[config.mk]
export PLATFORM = sky130hd
export DESIGN_NAME = riscv_v_wb_merge_unit
export DESIGN_NICKNAME = d
export VERILOG_FILES = /design/src/rtl/riscv_v_pkg.sv /design/src/rtl/riscv_v_byte_merge.sv /design/src/rtl/riscv_v_wb_merge_unit.sv
export SDC_FILE = /design/constraint.sdc
export NUM_CORES = 1
export LEC_CHECK = 0
export CAP_MARGIN = 0
export CORE_ASPECT_RATIO = 0.5
export CORE_MARGIN = 5
export CORE_UTILIZATION = 56
export CTS_BUF_LIST = sky130_fd_sc_hd__clkbuf_4 sky130_fd_sc_hd__clkbuf_8 sky130_fd_sc_hd__clkbuf_16
export CTS_CLUSTER_DIAMETER = 150
export DETAILED_ROUTE_END_ITERATION = 12
export GPL_ROUTABILITY_DRIVEN = 0
export PLACE_DENSITY = 0.85
export SLEW_MARGIN = 40
export SYNTH_ARGS = -nofsm -noshare
export SYNTH_HDL_FRONTEND = slang
export SYNTH_SLANG_ARGS = --single-unit
[constraint.sdc]
create_clock -name clk -period 4.24 [get_ports clk]
set_input_delay 0.424 -clock clk [delete_from_list [all_inputs] [get_ports clk]]
set_output_delay 0.424 -clock clk [all_outputs]
set_load 0.02 [all_outputs]
[src/rtl/riscv_v_pkg.sv]
// Shared vector-unit types: writeback beat layout, merge FSM states and byte-merge helper.
package riscv_v_pkg;

  localparam int RISCV_V_VLEN  = 128;
  localparam int RISCV_V_VLENB = RISCV_V_VLEN / 8;

  // Packed layout: data occupies the upper VLEN bits, valid mask the low VLENB bits.
  typedef struct packed {
    logic [RISCV_V_VLEN-1:0]  data;
    logic [RISCV_V_VLENB-1:0] valid;
  } riscv_v_wb_data_t;

  typedef enum logic [1:0] {
    IDLE  = 2'd0,
    READ  = 2'd1,
    MERGE = 2'd2,
    WRITE = 2'd3
  } riscv_v_merge_state_e;

  function automatic logic [RISCV_V_VLEN-1:0] riscv_v_byte_merge(
    input logic [RISCV_V_VLEN-1:0]  old_line,
    input logic [RISCV_V_VLEN-1:0]  new_line,
    input logic [RISCV_V_VLENB-1:0] mask
  );
    logic [RISCV_V_VLEN-1:0] res;
    for (int i = 0; i < RISCV_V_VLENB; i++)
      res[8*i +: 8] = mask[i] ? new_line[8*i +: 8] : old_line[8*i +: 8];
    return res;
  endfunction

endpackage

[src/rtl/riscv_v_byte_merge.sv]
// Per-byte select between the old register line and the new writeback data.
module riscv_v_byte_merge #(
  parameter int VLEN = 128
) (
  input  logic [VLEN-1:0]   old_line,
  input  logic [VLEN-1:0]   new_line,
  input  logic [VLEN/8-1:0] mask,
  output logic [VLEN-1:0]   merged
);

  for (genvar i = 0; i < VLEN/8; i++) begin : g_byte
    assign merged[8*i +: 8] = mask[i] ? new_line[8*i +: 8] : old_line[8*i +: 8];
  end

endmodule

[src/rtl/riscv_v_wb_merge_unit.sv]
// Vector writeback sink: merges masked bytes into a VRF line via read-modify-write,
// with a one-line cache of the last written register to skip the read on repeat hits.
module riscv_v_wb_merge_unit
  import riscv_v_pkg::*;
#(
  parameter int VLEN    = 128,
  parameter int VREG_AW = 5
) (
  input  logic                     clk,
  input  logic                     rst_n,
  input  logic                     flush,
  input  logic                     wb_valid,
  output logic                     wb_ready,
  input  logic [VREG_AW-1:0]       wb_vd,
  input  logic [VLEN+VLEN/8-1:0]   wb_data,
  output logic                     vrf_rd_en,
  output logic [VREG_AW-1:0]       vrf_rd_addr,
  input  logic [VLEN-1:0]          vrf_rd_data,
  output logic                     vrf_wr_en,
  output logic [VREG_AW-1:0]       vrf_wr_addr,
  output logic [VLEN-1:0]          vrf_wr_data,
  output logic                     busy
);

  localparam int VLENB = VLEN / 8;

  riscv_v_merge_state_e state_q, state_d;
  logic [VREG_AW-1:0] vd_q, vd_d;
  logic [VLEN-1:0]    data_q, data_d;
  logic [VLENB-1:0]   mask_q, mask_d;
  logic               hit_q, hit_d;
  logic               rd_en_q, rd_en_d;
  logic [VREG_AW-1:0] rd_addr_q, rd_addr_d;
  logic               wr_en_q, wr_en_d;
  logic [VREG_AW-1:0] wr_addr_q, wr_addr_d;
  logic [VLEN-1:0]    wr_data_q, wr_data_d;
  logic               cache_vld_q, cache_vld_d;
  logic [VREG_AW-1:0] cache_vd_q, cache_vd_d;
  logic [VLEN-1:0]    cache_line_q, cache_line_d;

  logic [VLEN-1:0]  wb_new;
  logic [VLENB-1:0] wb_mask;
  logic             cache_hit;
  logic [VLEN-1:0]  merge_old;
  logic [VLEN-1:0]  merged;

  assign wb_new    = wb_data[VLEN+VLENB-1:VLENB];
  assign wb_mask   = wb_data[VLENB-1:0];
  assign cache_hit = cache_vld_q && (cache_vd_q == wb_vd);
  // Cache is coherent with the VRF because every write goes through WRITE.
  assign merge_old = hit_q ? cache_line_q : vrf_rd_data;

  riscv_v_byte_merge #(.VLEN(VLEN)) u_merge (
    .old_line (merge_old),
    .new_line (data_q),
    .mask     (mask_q),
    .merged   (merged)
  );

  always_comb begin
    state_d      = state_q;
    vd_d         = vd_q;
    data_d       = data_q;
    mask_d       = mask_q;
    hit_d        = hit_q;
    rd_en_d      = 1'b0;
    rd_addr_d    = rd_addr_q;
    wr_en_d      = 1'b0;
    wr_addr_d    = wr_addr_q;
    wr_data_d    = wr_data_q;
    cache_vld_d  = cache_vld_q;
    cache_vd_d   = cache_vd_q;
    cache_line_d = cache_line_q;

    if (flush) begin
      state_d     = IDLE;
      cache_vld_d = 1'b0;
    end else begin
      case (state_q)
        IDLE: begin
          if (wb_valid && (wb_mask != '0)) begin
            vd_d   = wb_vd;
            data_d = wb_new;
            mask_d = wb_mask;
            if (&wb_mask) begin
              state_d   = WRITE;
              wr_en_d   = 1'b1;
              wr_addr_d = wb_vd;
              wr_data_d = wb_new;
            end else if (cache_hit) begin
              state_d = MERGE;
              hit_d   = 1'b1;
            end else begin
              state_d   = READ;
              hit_d     = 1'b0;
              rd_en_d   = 1'b1;
              rd_addr_d = wb_vd;
            end
          end
        end
        READ: state_d = MERGE;
        MERGE: begin
          state_d   = WRITE;
          wr_en_d   = 1'b1;
          wr_addr_d = vd_q;
          wr_data_d = merged;
        end
        WRITE: begin
          state_d      = IDLE;
          cache_vld_d  = 1'b1;
          cache_vd_d   = wr_addr_q;
          cache_line_d = wr_data_q;
        end
        default: state_d = IDLE;
      endcase
    end
  end

  always_ff @(posedge clk or negedge rst_n) begin
    if (!rst_n) begin
      state_q      <= IDLE;
      vd_q         <= '0;
      data_q       <= '0;
      mask_q       <= '0;
      hit_q        <= 1'b0;
      rd_en_q      <= 1'b0;
      rd_addr_q    <= '0;
      wr_en_q      <= 1'b0;
      wr_addr_q    <= '0;
      wr_data_q    <= '0;
      cache_vld_q  <= 1'b0;
      cache_vd_q   <= '0;
      cache_line_q <= '0;
    end else begin
      state_q      <= state_d;
      vd_q         <= vd_d;
      data_q       <= data_d;
      mask_q       <= mask_d;
      hit_q        <= hit_d;
      rd_en_q      <= rd_en_d;
      rd_addr_q    <= rd_addr_d;
      wr_en_q      <= wr_en_d;
      wr_addr_q    <= wr_addr_d;
      wr_data_q    <= wr_data_d;
      cache_vld_q  <= cache_vld_d;
      cache_vd_q   <= cache_vd_d;
      cache_line_q <= cache_line_d;
    end
  end

  assign wb_ready    = (state_q == IDLE);
  assign busy        = (state_q != IDLE);
  assign vrf_rd_en   = rd_en_q;
  assign vrf_rd_addr = rd_addr_q;
  assign vrf_wr_en   = wr_en_q;
  assign vrf_wr_addr = wr_addr_q;
  assign vrf_wr_data = wr_data_q;

endmodule
==> run metrics <==
R2R Path End data_q[25]; slowest cell on the critical path and2_4; # DRC 0; largest net degree at the start of global routing 100; VDD IR-drop max 0.0003253 V; critical path's largest stage delay 0.57 ns; FILL cells 2398; routed vias/inst 5.724; combinational fraction of design power 30.9%; setup_tns 0 ns; clock root buffer master clkbuf_16; Rows 49; class of the worst hold path input port to async pin; initial antenna violation count 13; proportion of layout cells with a drive suffix above 1 19.56%; CTS resizes 0; RSZ-0062 raised after global routing false; post-synth cell types 30; initial core utilization 56.70%; PD cells 559.0 nW/um^2; switch share 32.81%; Synth Instances 1663; FF+latch count, synth 426; Die ar. 40460 sq um; depth of the CTS H-tree 2; vias in the first global route 15499; routed len/inst 21.69 um; Die Span Y 144.8 um; Detail Route Antenna Nets 0; Critical Path Source Type flip-flop; met1 usage 32.95%; internal power 9.898 mW; Final min period 2.792 ns; count of cells along the worst register-to-register path 7; share of total power in the clock network 24.9%; I/O pin count 423; area of the core 35870 sq um; R2R Setup Slk 1.45 ns; kind of critical path flip-flop to flip-flop; Rel. slew slack 47.47%; Detailed Routing Iterations Pass 1 4; Total Routed Length 55500 um; Clock transition at path regs 0.07 ns; met3 Use GR 3.399%; # setup viols final 0; Chip Width 279.5 um; Num CTS Buffers 40; clk_skew 0.01802 ns; outcome finished, final reports clean; GR peak layer met2; crit-path most repeated cell inv_1; arrival time worst endpoint 3.23 ns; max-cap violation count 0; Tcrit/Tclk final 65.84%; Syn Nets 1947; worst hold slack 0.4418 ns; commonest non-fill, non-tap cell in the layout dfrtp_1; area of the multi-input gates 8625 sq um; post-CTS setup repair buffer count 0; static power due to leakage 11.90 nW; Layout Nets 2310; worst path required time 4.68 ns; reg2reg start state_q[0]; YS warnings 0; GR Overflow Total 0; Tot Pwr 14.73 mW; initial drt markers 858; Switch Pwr 4.834 mW; Worst Max-Slew Pin Slew 0.7879 ns; Slew Limit Fails 0; mapped cell area 20340 sq um; Via Count 14647; cells along the critical path inv_1, ha_1, inv_1, nor2_1, and2_4, buf_4, mux2_4; register area share after synthesis 52.42%; Num Clock Sinks 426; CTS tree built; Avg Cell Area, Syn 12.23 sq um; Seq pwr share 44.2%; first-pass GRT wire length 86120 um; Final Hold Violating Endpoints 0; area grow syn2layout 29.60%; Worst Path Max Fanout 25; CTS Buffer Depth 3; Reg area 10660 sq um; FMAX 0.3582 GHz; hpwl dp 37620 um; Clock Latency Late Sink 0.55 ns; CP Capture Type flip-flop; met2 Track Usage GR 47.03%; most frequent cells in the layout dfrtp_1 (425), clkdlybuf4s50_1 (421), mux2i_1 (256); IO Port Bufs 422; All-Layer GR Usage 26.67%
==> per-layer routing <==
metal  share of wire, %  vias to the layer above
li1                   -                     6581
met5                  0                        -
met2                 52                      381
met4                4.8                        0
met3                3.3                      135
met1                 40                     7550
==> repair_timing <==
| item | CTS | global route |
|---|---|---|
| endpoints found under the setup margin | 0 | 0 |
| hold endpoints to repair | 62 | 0 |
| hold buffers | 1 | 0 |
==> through the flow <==
stage	std cells	instance area, sq um	util (%)	setup WS [ns]
finish	2559	26360	73.49	1.448
global route	2552	26340	73.44	1.341
CTS	2539	26300	73.34	1.531
detailed placement	2467	24960	69.60	1.183
global placement	2464	24900	69.42	0.9992
floorplan	1663	20340	-	1.981
==> area by class of cell <==
class / instances / area share (%)
Sequential cell: 426 / 40.46
Clock inverter: 13 / 0.4320
Clock buffer: 58 / 4.614
Antenna cell: 20 / 0.1899
Inverter: 134 / 1.908
Timing Repair Buffer: 444 / 17.37
Tap cell: 484 / 2.298
Multi-Input combinational cell: 980 / 32.72
==> flip-flops by register name, indices dropped and copies added, names as in the netlist, 2 cells and up <==
signal / cells
cache_line_q: 128
data_q: 128
vrf_wr_data: 128
mask_q: 16
cache_vd_q: 5
vd_q: 5
vrf_rd_addr: 5
vrf_wr_addr: 5
state_q: 2
==> worst max path at each step <==
stage                                 to  cells after the start  slack, ns         from
after global placement        data_q[29]                      6        1.0  wb_data[14]
after detailed placement  vrf_wr_addr[4]                      6       1.18  wb_data[14]
after CTS                     data_q[22]                      7       1.53   state_q[0]
final                         data_q[25]                      7       1.45   state_q[0]
after global routing          data_q[22]                      7       1.34   state_q[0]
after floorplan                data_q[0]                      9       1.98   state_q[0]
==> cell usage after synthesis <==
library cell / n / area share (%)
a221o_1: 1 / 0.049
a41oi_1: 1 / 0.043
a41oi_2: 1 / 0.080
and2_1: 1 / 0.031
buf_1: 13 / 0.24
buf_2: 36 / 0.89
buf_4: 7 / 0.26
buf_6: 8 / 0.44
clkbuf_1: 59 / 1.1
dfrtp_1: 426 / 52
ha_1: 3 / 0.18
inv_1: 134 / 2.5
mux2_2: 229 / 13
mux2_4: 69 / 5.1
mux2i_1: 256 / 13
nand2_1: 130 / 2.4
nand3_1: 1 / 0.025
nand4_1: 6 / 0.18
nor2_1: 6 / 0.11
nor2b_1: 1 / 0.031
nor3_1: 1 / 0.025
nor4_1: 2 / 0.062
nor4_2: 4 / 0.25
o2111ai_1: 1 / 0.043
o211ai_1: 128 / 4.7
o21ai_0: 129 / 3.2
o22ai_1: 1 / 0.031
o311ai_0: 2 / 0.086
or4_1: 2 / 0.074
xnor2_1: 5 / 0.22
==> critical path, delay by kind of cell, from the launching register on <==
kind | cells | cell delay (ns)
multiplexers | 1 | 0.34
flip-flops | 1 | 0.41
AND/OR/NAND/NOR | 2 | 0.87
buffers and inverters | 3 | 0.75
adder cells (fa/ha/maj) | 1 | 0.27
==> power groups by stage <==
stage	clock, mW	sequential, mW	combinational [mW]
2_1_floorplan	0	6.89	1.87
3_3_place_gp	0	6.49	4.41
3_5_place_dp	0	6.55	4.56
4_1_cts	3.73	6.50	4.59
5_1_grt	3.91	6.69	4.85
6_report	3.67	6.51	4.55
==> kinds of logic (layout without fill, tap and decap cells) <==
family	count (synthesis)	after routing	share of synthesized area, %
adder cells (fa/ha/maj)	3	3	0.1846
other	0	20	0
multiplexers	554	554	30.37
buffers and inverters	257	649	5.389
flip-flops	426	426	52.42
XOR/XNOR	5	5	0.2153
AO/OA/AOI/OAI	264	264	8.232
AND/OR/NAND/NOR	154	154	3.187
(Power assumes the default switching activity.)
==> RTL edit: new RTL, same flow settings <==
`data_q` no longer has a reset.
--- a/src/rtl/riscv_v_wb_merge_unit.sv
+++ b/src/rtl/riscv_v_wb_merge_unit.sv
@@ -121,5 +121,4 @@
       state_q      <= IDLE;
       vd_q         <= '0;
-      data_q       <= '0;
       mask_q       <= '0;
       hit_q        <= 1'b0;
@@ -135,5 +134,4 @@
       state_q      <= state_d;
       vd_q         <= vd_d;
-      data_q       <= data_d;
       mask_q       <= mask_d;
       hit_q        <= hit_d;
@@ -149,4 +147,8 @@
   end
 
+  always_ff @(posedge clk) begin
+    data_q <= data_d;
+  end
+
   assign wb_ready    = (state_q == IDLE);
   assign busy        = (state_q != IDLE);
Formal check against the unedited RTL: no difference found for any inputs over 4 cycles, from zero or initial values and one cycle with rst_n low; that may be too few to reach the edited logic, so the function may still have changed.
==> RTL edit against the original RTL <==
- design area is 5.6% lower
- power is 7.3% lower
- clock skew is 0.0063 ns higher
- wire length is 2.6% higher
- non-clock buffer count is 8 higher
- first-iteration DRC count is 62% higher
- synthesized area is 6.5% lower
- sequential cell count stayed put
- largest cell class unchanged
- setup slack better by 0.0069 ns
- maximum frequency is 0.25% higher
- sequential power is 4.5% lower
- via count hardly changed
- critical endpoint is now data_q[55]$_DFFE_PP_
==> RTL edit: results (changes against the original RTL) <==
<table>
<tr><th>Metric</th><th>Value</th></tr>
<tr><th colspan="2">Route</th></tr>
<tr><td>Via count normalized by instance count</td><td>6.120 (+6.9%)</td></tr>
<tr><td>Routed wl met3</td><td>2.478 mm (+37%)</td></tr>
<tr><td>Count of vias placed by the detailed router</td><td>14,630 (-0.096%)</td></tr>
<tr><td>Initial DRC count</td><td>1,387 (+62%)</td></tr>
<tr><td>Routed wl met2</td><td>28.88 mm (-0.14%)</td></tr>
<tr><td>Detailed-route wire length</td><td>56.94 mm (+2.6%)</td></tr>
<tr><th colspan="2">Synthesis</th></tr>
<tr><td>Sequential-to-total area share from yosys stat</td><td>59.43% (+7.0 points)</td></tr>
<tr><td>Number of nets in the synthesized netlist</td><td>1,832 (-5.9%)</td></tr>
<tr><td>Count of different cell masters after synthesis</td><td>33 (+10%)</td></tr>
<tr><td>Post-synth EDFFs</td><td>128 (+128)</td></tr>
<tr><td>Ranking of synthesized cells by instance count</td><td>dfrtp_1 (298), mux2_2 (170), nor2_1 (134), nand2_1 (129), o21ai_0 (129)</td></tr>
<tr><td>Number of cells produced by synthesis</td><td>1,548 (-6.9%)</td></tr>
<tr><th colspan="2">Global route</th></tr>
<tr><td>Met2 usage in global routing</td><td>49.26% (+2.2 points)</td></tr>
<tr><td>Maximum number of pins on one net before global-route repair</td><td>139 (+39%)</td></tr>
<tr><td>Total routing usage reported by global routing</td><td>29.08% (+2.4 points)</td></tr>
<tr><td>Initial antenna violation count</td><td>16 (+3)</td></tr>
<tr><td>Global-route track usage on met1</td><td>36.96% (+4.0 points)</td></tr>
<tr><th colspan="2">Power</th></tr>
<tr><td>Switching Power</td><td>0.004322 W (-11%)</td></tr>
<tr><td>Portion of total power attributed to combinational logic</td><td>28.5% (-2.4 points)</td></tr>
<tr><td>Total clock network power</td><td>0.00355 W (-3%)</td></tr>
<tr><th colspan="2">Worst setup path</th></tr>
<tr><td>Slowest cell delay on critical path</td><td>0.61 ns (+0.04 ns)</td></tr>
<tr><td>Critical path data arrival time</td><td>3.01 ns (-0.22 ns)</td></tr>
<tr><td>Maximum fanout encountered on the critical timing path</td><td>72 (+190%)</td></tr>
<tr><td>Highest-delay cell along the critical path</td><td>inv_6</td></tr>
<tr><th colspan="2">Place</th></tr>
<tr><td>Setup slack after placement</td><td>1.076 ns (-0.1067 ns)</td></tr>
<tr><td>Placed wire-length estimate after detailed placement</td><td>37.49 mm (-0.35%)</td></tr>
<tr><th colspan="2">STA</th></tr>
<tr><td>Worst hold-check slack</td><td>0.3229 ns (-0.1189 ns)</td></tr>
<tr><td>Fin Clk Skew</td><td>0.02429 ns (+0.006270 ns)</td></tr>
<tr><td>Transition time at the pin with the least slew margin</td><td>0.8147 ns (+0.02675 ns)</td></tr>
<tr><th colspan="2">Outcome</th></tr>
<tr><td>Outcome</td><td>complete, no violations</td></tr>
</table>
## RTL edit: kinds of logic (layout without fill, tap and decap cells)
logic type	after synthesis	after routing	synth area share [%]
buf+inv	143	529	3.586
other cells	0	16	0
compound gates	392	392	13.89
simple gates	281	281	5.856
xor+xnor	5	5	0.2303
mux	298	298	16.81
fa+ha+maj	3	3	0.1974
flops	426	426	59.43
## RTL edit: final cells by class
type | instances | area, um^2
timing repair buffer | 452 | 4602
fill | 2164 | 8402
tap | 441 | 551.8
clock inverter | 13 | 91.34
clock buffer | 57 | 1184
antenna | 16 | 40.04
sequential | 426 | 11300
inverter | 7 | 31.28
multi-input combinational | 979 | 7078
## RTL edit: timing repair
item | CTS | global route
endpoints found under the setup margin | 0 | 0
endpoints found under the hold margin | 92 | 0
hold buffers | 1 | 0
## RTL edit: critical path: cells and delay by family (launching register included)
family	cells	cell delay (ns)
buffers and inverters	4	1.27
and+or+nand+nor	2	0.47
DFF	1	0.44
adders and majority gates	1	0.27
